### src/rtl/uart_sync_fifo.sv
// Single-clock FIFO for the UART transmit/receive paths, with a two-stage registered read,
// run-time almost-full/almost-empty thresholds, fill count, flush and sticky error flags.
module uart_sync_fifo #(
    parameter int DATA_WIDTH = 8,
    parameter int ADDR_WIDTH = 8
) (
    input  logic                  CLK,
    input  logic                  RESET,
    input  logic [DATA_WIDTH-1:0] DATA_IN,
    input  logic                  WRB,
    input  logic                  RDB,
    input  logic                  FLUSH,
    input  logic [ADDR_WIDTH:0]   AF_THRESH,
    input  logic [ADDR_WIDTH:0]   AE_THRESH,
    output logic [DATA_WIDTH-1:0] DATA_OUT,
    output logic                  FULL,
    output logic                  EMPTY,
    output logic                  AFULL,
    output logic                  AEMPTY,
    output logic [ADDR_WIDTH:0]   COUNT,
    output logic                  OVERFLOW,
    output logic                  UNDERFLOW
);

    localparam int DEPTH = 1 << ADDR_WIDTH;
    localparam logic [ADDR_WIDTH:0]   FULL_LEVEL = {1'b1, {ADDR_WIDTH{1'b0}}};
    localparam logic [ADDR_WIDTH:0]   COUNT_ONE  = {{ADDR_WIDTH{1'b0}}, 1'b1};
    localparam logic [ADDR_WIDTH-1:0] PTR_ONE    = {{(ADDR_WIDTH-1){1'b0}}, 1'b1};

    logic [DATA_WIDTH-1:0] mem [0:DEPTH-1];
    logic [ADDR_WIDTH-1:0] wrPtr;
    logic [ADDR_WIDTH-1:0] rdPtr;
    logic [DATA_WIDTH-1:0] rdReg;
    logic                  rdPending;
    logic                  wrAccept;
    logic                  rdAccept;
    logic [ADDR_WIDTH:0]   countNext;

    // A read frees a slot in the same cycle, so a full FIFO still takes a simultaneous write.
    always_comb begin
        rdAccept  = !RDB && !EMPTY;
        wrAccept  = !WRB && (!FULL || rdAccept);
        countNext = COUNT;
        if (FLUSH)
            countNext = '0;
        else if (wrAccept && !rdAccept)
            countNext = COUNT + COUNT_ONE;
        else if (rdAccept && !wrAccept)
            countNext = COUNT - COUNT_ONE;
    end

    always_ff @(posedge CLK) begin
        if (wrAccept && !FLUSH)
            mem[wrPtr] <= DATA_IN;
    end

    always_ff @(posedge CLK or posedge RESET) begin
        if (RESET) begin
            wrPtr     <= '0;
            rdPtr     <= '0;
            rdReg     <= '0;
            rdPending <= 1'b0;
            DATA_OUT  <= '0;
            COUNT     <= '0;
            FULL      <= 1'b0;
            EMPTY     <= 1'b1;
            AFULL     <= 1'b0;
            AEMPTY    <= 1'b1;
            OVERFLOW  <= 1'b0;
            UNDERFLOW <= 1'b0;
        end else if (FLUSH) begin
            wrPtr     <= '0;
            rdPtr     <= '0;
            rdPending <= 1'b0;
            COUNT     <= '0;
            FULL      <= 1'b0;
            EMPTY     <= 1'b1;
            AFULL     <= 1'b0;
            AEMPTY    <= 1'b1;
            OVERFLOW  <= 1'b0;
            UNDERFLOW <= 1'b0;
        end else begin
            if (wrAccept)
                wrPtr <= wrPtr + PTR_ONE;
            if (rdAccept) begin
                rdPtr <= rdPtr + PTR_ONE;
                rdReg <= mem[rdPtr];
            end
            // Second read stage: DATA_OUT only moves one edge after an accepted read.
            rdPending <= rdAccept;
            if (rdPending)
                DATA_OUT <= rdReg;
            if (!WRB && !wrAccept)
                OVERFLOW <= 1'b1;
            if (!RDB && !rdAccept)
                UNDERFLOW <= 1'b1;
            COUNT  <= countNext;
            FULL   <= (countNext == FULL_LEVEL);
            EMPTY  <= (countNext == '0);
            AFULL  <= (countNext >= AF_THRESH);
            AEMPTY <= (countNext <= AE_THRESH);
        end
    end

endmodule

### config.mk
export PLATFORM = sky130hd
export DESIGN_NAME = uart_sync_fifo
export DESIGN_NICKNAME = d
export VERILOG_FILES = /design/src/rtl/uart_sync_fifo.sv
export SDC_FILE = /design/constraint.sdc
export NUM_CORES = 2
export LEC_CHECK = 0
export CAP_MARGIN = 10
export CORE_MARGIN = 5
export CORE_UTILIZATION = 35
export CTS_CLUSTER_DIAMETER = 200
export CTS_CLUSTER_SIZE = 40
export DETAILED_ROUTE_END_ITERATION = 10
export SYNTH_ARGS = -nofsm -noshare
export SYNTH_HDL_FRONTEND = slang
export SYNTH_SLANG_ARGS = --single-unit
### constraint.sdc
create_clock -name CLK -period 3.4 [get_ports CLK]
set_clock_uncertainty 0.05 [all_clocks]
set_input_delay 0.68 -clock CLK [delete_from_list [all_inputs] [get_ports CLK]]
set_output_delay 0.68 -clock CLK [all_outputs]
set_load 0.05 [all_outputs]
==> metrics.md <==
| Metric | Value |
|---|---|
| Largest net degree at the start of global routing | 109 |
| Number of global-route vias before repair | 42359 |
| Wirelength, routed | 220000 µm |
| Sink Count | 2096 |
| Startpoint Class | register |
| Post-synth EDFFs | 2048 |
| Worst Path Required | 4.03 ns |
| Initial Utilization | 35.1% |
| Worst-path cell chain | buf_12, inv_4, buf_12, buf_12, nand2_1, and3_1, a311o_1, a21oi_1, buf_4, a211oi_1, buf_4, o32ai_1 |
| Placed standard-cell area | 91600 µm² |
| # rows | 178 |
| Routed via count | 42595 |
| FMAX | 295 MHz |
| Syn Nets | 4141 |
| Critical Path AT | 4.01 ns |
| PortBufs | 53 |
| Slowest cell delay on critical path | 0.59 ns |
| Slowest CP cell | dfrtp_4 |
| Total CTS buffers | 58 |
| Later-pin clock latency in the skew report | 0.76 ns |
| Async SR Flop Fraction | 2.29% |
| Worst setup path category | reg2reg |
| Worst Path Max Fanout | 28 |
| H-Tree Depth | 2 |
| Power Dens Cells | 517 nW/µm² |
| Iteration count of the initial detailed-routing pass | 5 |
| Pins Over Slew Limit | 0 |
| Clock Pin Slew Worst Setup and Hold Paths | 0.15 ns |
| Crit. End Element | register |
| Synth Area in XOR/XNOR | 0.223% |
| Fillers | 20985 |
| Placed Cells | 7720 |
| Synth-to-layout area growth | 13.0% |
| Final hold vios | 0 |
| First-pass GRT wire length | 316000 µm |
| Largest family of logic cells by synthesized area | multiplexers |
| Number of primary I/O pins | 54 |
| Tmin final | 3.38 ns |
| Top-area cell type share of the netlist area | 74.4% |
| CTS root buf | clkbuf_16 |
| Status | finished, final reports clean |
| Leak pwr | 29.1 nW |
| Yosys reg bits | 2096 |
| CTS tree | built |
| Placeable core area | 235000 µm² |
| DRC Markers | 0 |
| Total GRT Usage | 17.6% |
| Iter 0 DRT Violations | 5196 |
| Die width | 496 µm |
| Synth Area in Compound Gates | 3.40% |
| RSZ-0062 raised after global routing | yes |
| Final Non-Filler Cells | 7820 |
| Largest area contributor in the netlist | edfxtp_1 |
| Top cells by area, synth | edfxtp_1, mux4_2, mux2i_1 |
| Overflow after GRT | 0 |
| Design Area, Final | 93400 µm² |
| Die H | 496 µm |
| Full die area | 246000 µm² |
| Max_cap viols | 0 |
| Hold Crit Class | in2async |
| Yosys warning count | 0 |
| Most common cell in the netlist | edfxtp_1 |
| Register area share after synthesis | 75.9% |
| NumNets Final | 4685 |
| Peak supply drop | 0.337 mV |
| Post-synthesis mux area share | 14.9% |
| Placer Congestion | 0.847 |
| Cell mode on critical path | buf_12 |
| DP HPWL | 145000 µm |
| Average wire per standard cell | 28.1 µm |
| Core Util, Final | 39.7% |
| Mapped Avg Cell Area | 20.2 µm² |
| Number of vias per cell | 5.45 |
| Synthesized cell area | 82700 µm² |
| Antenna-violating nets left | 0 |
| Yosys cell types | 71 |
| Max Root-Sink Buffers | 3 |
| Post-Synth Adder-Cell Area | 0.360% |
| Top cells by count, synth | edfxtp_1, mux4_2, nor2_1, mux2i_1, nand2_1 |
| Number of setup violations in the final report | 0 |
| Antenna violations before repair | 5 |
| Mapped Cells | 4087 |
| Share of cells above drive strength 1 | 26.7% |
| Worst Max-Slew Pin Slew | 1.00 ns |
| Period utilisation layout | 99.5% |
| Primary FF master, synth | edfxtp_1 |
| Synth Area in Simple Gates | 3.11% |
| Slew headroom | 33.1% |
[cell families after synthesis]
kind of cell / Yosys count
AOI/OAI and AO/OA: 388
buffers and inverters: 273
DFF: 2096
muxes: 678
xor gates and xnor gates: 21
and+or+nand+nor: 607
adders and majority gates: 24
[sequential cells by signal, summed over array words and instances, names as in the netlist]
signal / flops
rdPtr: 8
UNDERFLOW: 1
OVERFLOW: 1
rdReg: 8
DATA_OUT: 8
EMPTY: 1
COUNT: 9
AEMPTY: 1
FULL: 1
mem: 2048
AFULL: 1
wrPtr: 8
rdPending: 1
[critical path: cells and delay by family (launching register included)]
| family | cells | cell delay (ns) |
|---|---|---|
| flip-flops | 1 | 0.59 |
| AND/OR/NAND/NOR | 2 | 0.33 |
| buffers and inverters | 6 | 1.32 |
| AO/OA/AOI/OAI | 4 | 0.96 |
[where the power goes]
| part | switching, mW | total, mW | internal [mW] |
|---|---|---|---|
| registers | 0.233 | 28.7 | 28.5 |
| logic | 4.85 | 9.01 | 4.16 |
| clock network | 7.27 | 10.6 | 3.34 |
| total | 12.4 | 48.3 | 36.0 |
[path summary, 6_finish.rpt]
check | startpoint | endpoint | slack (ns) | cells after the start
hold reg to reg | DATA_OUT[5] | DATA_OUT[5] | 0.49 | 1
max in group asynchronous | RESET | DATA_OUT[4] | 2.27 | 3
setup / recovery | rdPtr[2] | rdReg[3] | 0.02 | 12
setup reg to reg | rdPtr[2] | rdReg[3] | 0.02 | 12
hold / removal | RESET | OVERFLOW | 0.33 | 2
min in group CLK | DATA_IN[1] | mem[81][1] | 0.39 | 1
[layout make-up]
| class | instances | area [µm²] | area share, % |
|---|---|---|---|
| flip-flops and latches | 2096 | 62700 | 67.1 |
| inverters | 30 | 118 | 0.126 |
| clock buffers | 94 | 1610 | 1.72 |
| well taps | 3150 | 3940 | 4.22 |
| repair buffers | 727 | 6610 | 7.08 |
| clock inverters | 3 | 58.8 | 0.0629 |
| diodes | 2 | 5.00 | 0.00536 |
| multi-input cells | 1718 | 18400 | 19.7 |
[metrics by stage]
| stage | worst slack (ns) | setup TNS [ns] | hold WS, ns | total power, mW |
|---|---|---|---|---|
| after floorplan | 0.244 | 0 | 0.400 | 35.2 |
| after global placement | -0.506 | -325.88 | 0.443 | 38.3 |
| after detailed placement | -0.427 | -392.42 | 0.461 | 38.3 |
| after CTS | 0.0243 | 0 | 0.302 | 48.6 |
| after global routing | -0.0396 | -0.0396 | 0.340 | 50.0 |
| final | 0.0156 | 0 | 0.334 | 48.3 |
[what timing repair did]
item | 4_1_cts | 5_1_grt
gates cloned | 0 | 1
hold buffers | 0 | 0
setup endpoints to repair | 3 | 6
gates resized for setup | 4 | 12
setup buffers | 0 | 0
[routing by layer]
layer	GRT usage, %	vias up	wire, µm
met1	25.3	22849	92200
met2	28.4	1773	105000
met5	0	-	11
li1	-	17769	-
met4	3.77	2	5230
met3	2.73	202	17400
[layout by cell type (no fill, tap or decap), drive strengths merged, types with 23 or more instances in the layout]
cell type,count
a221o,28
mux4,437
a211oi,31
a221oi,47
dfrtp,46
clkbuf,103
buf,673
clkdlybuf4s50,45
inv,31
a22oi,26
nand3,44
nor3,43
edfxtp,2048
o21ai,63
nand2,119
mux2i,217
nor2,331
a21oi,71
ha,23
mux2,24
Note: power is estimated with default switching activity, not from simulation.
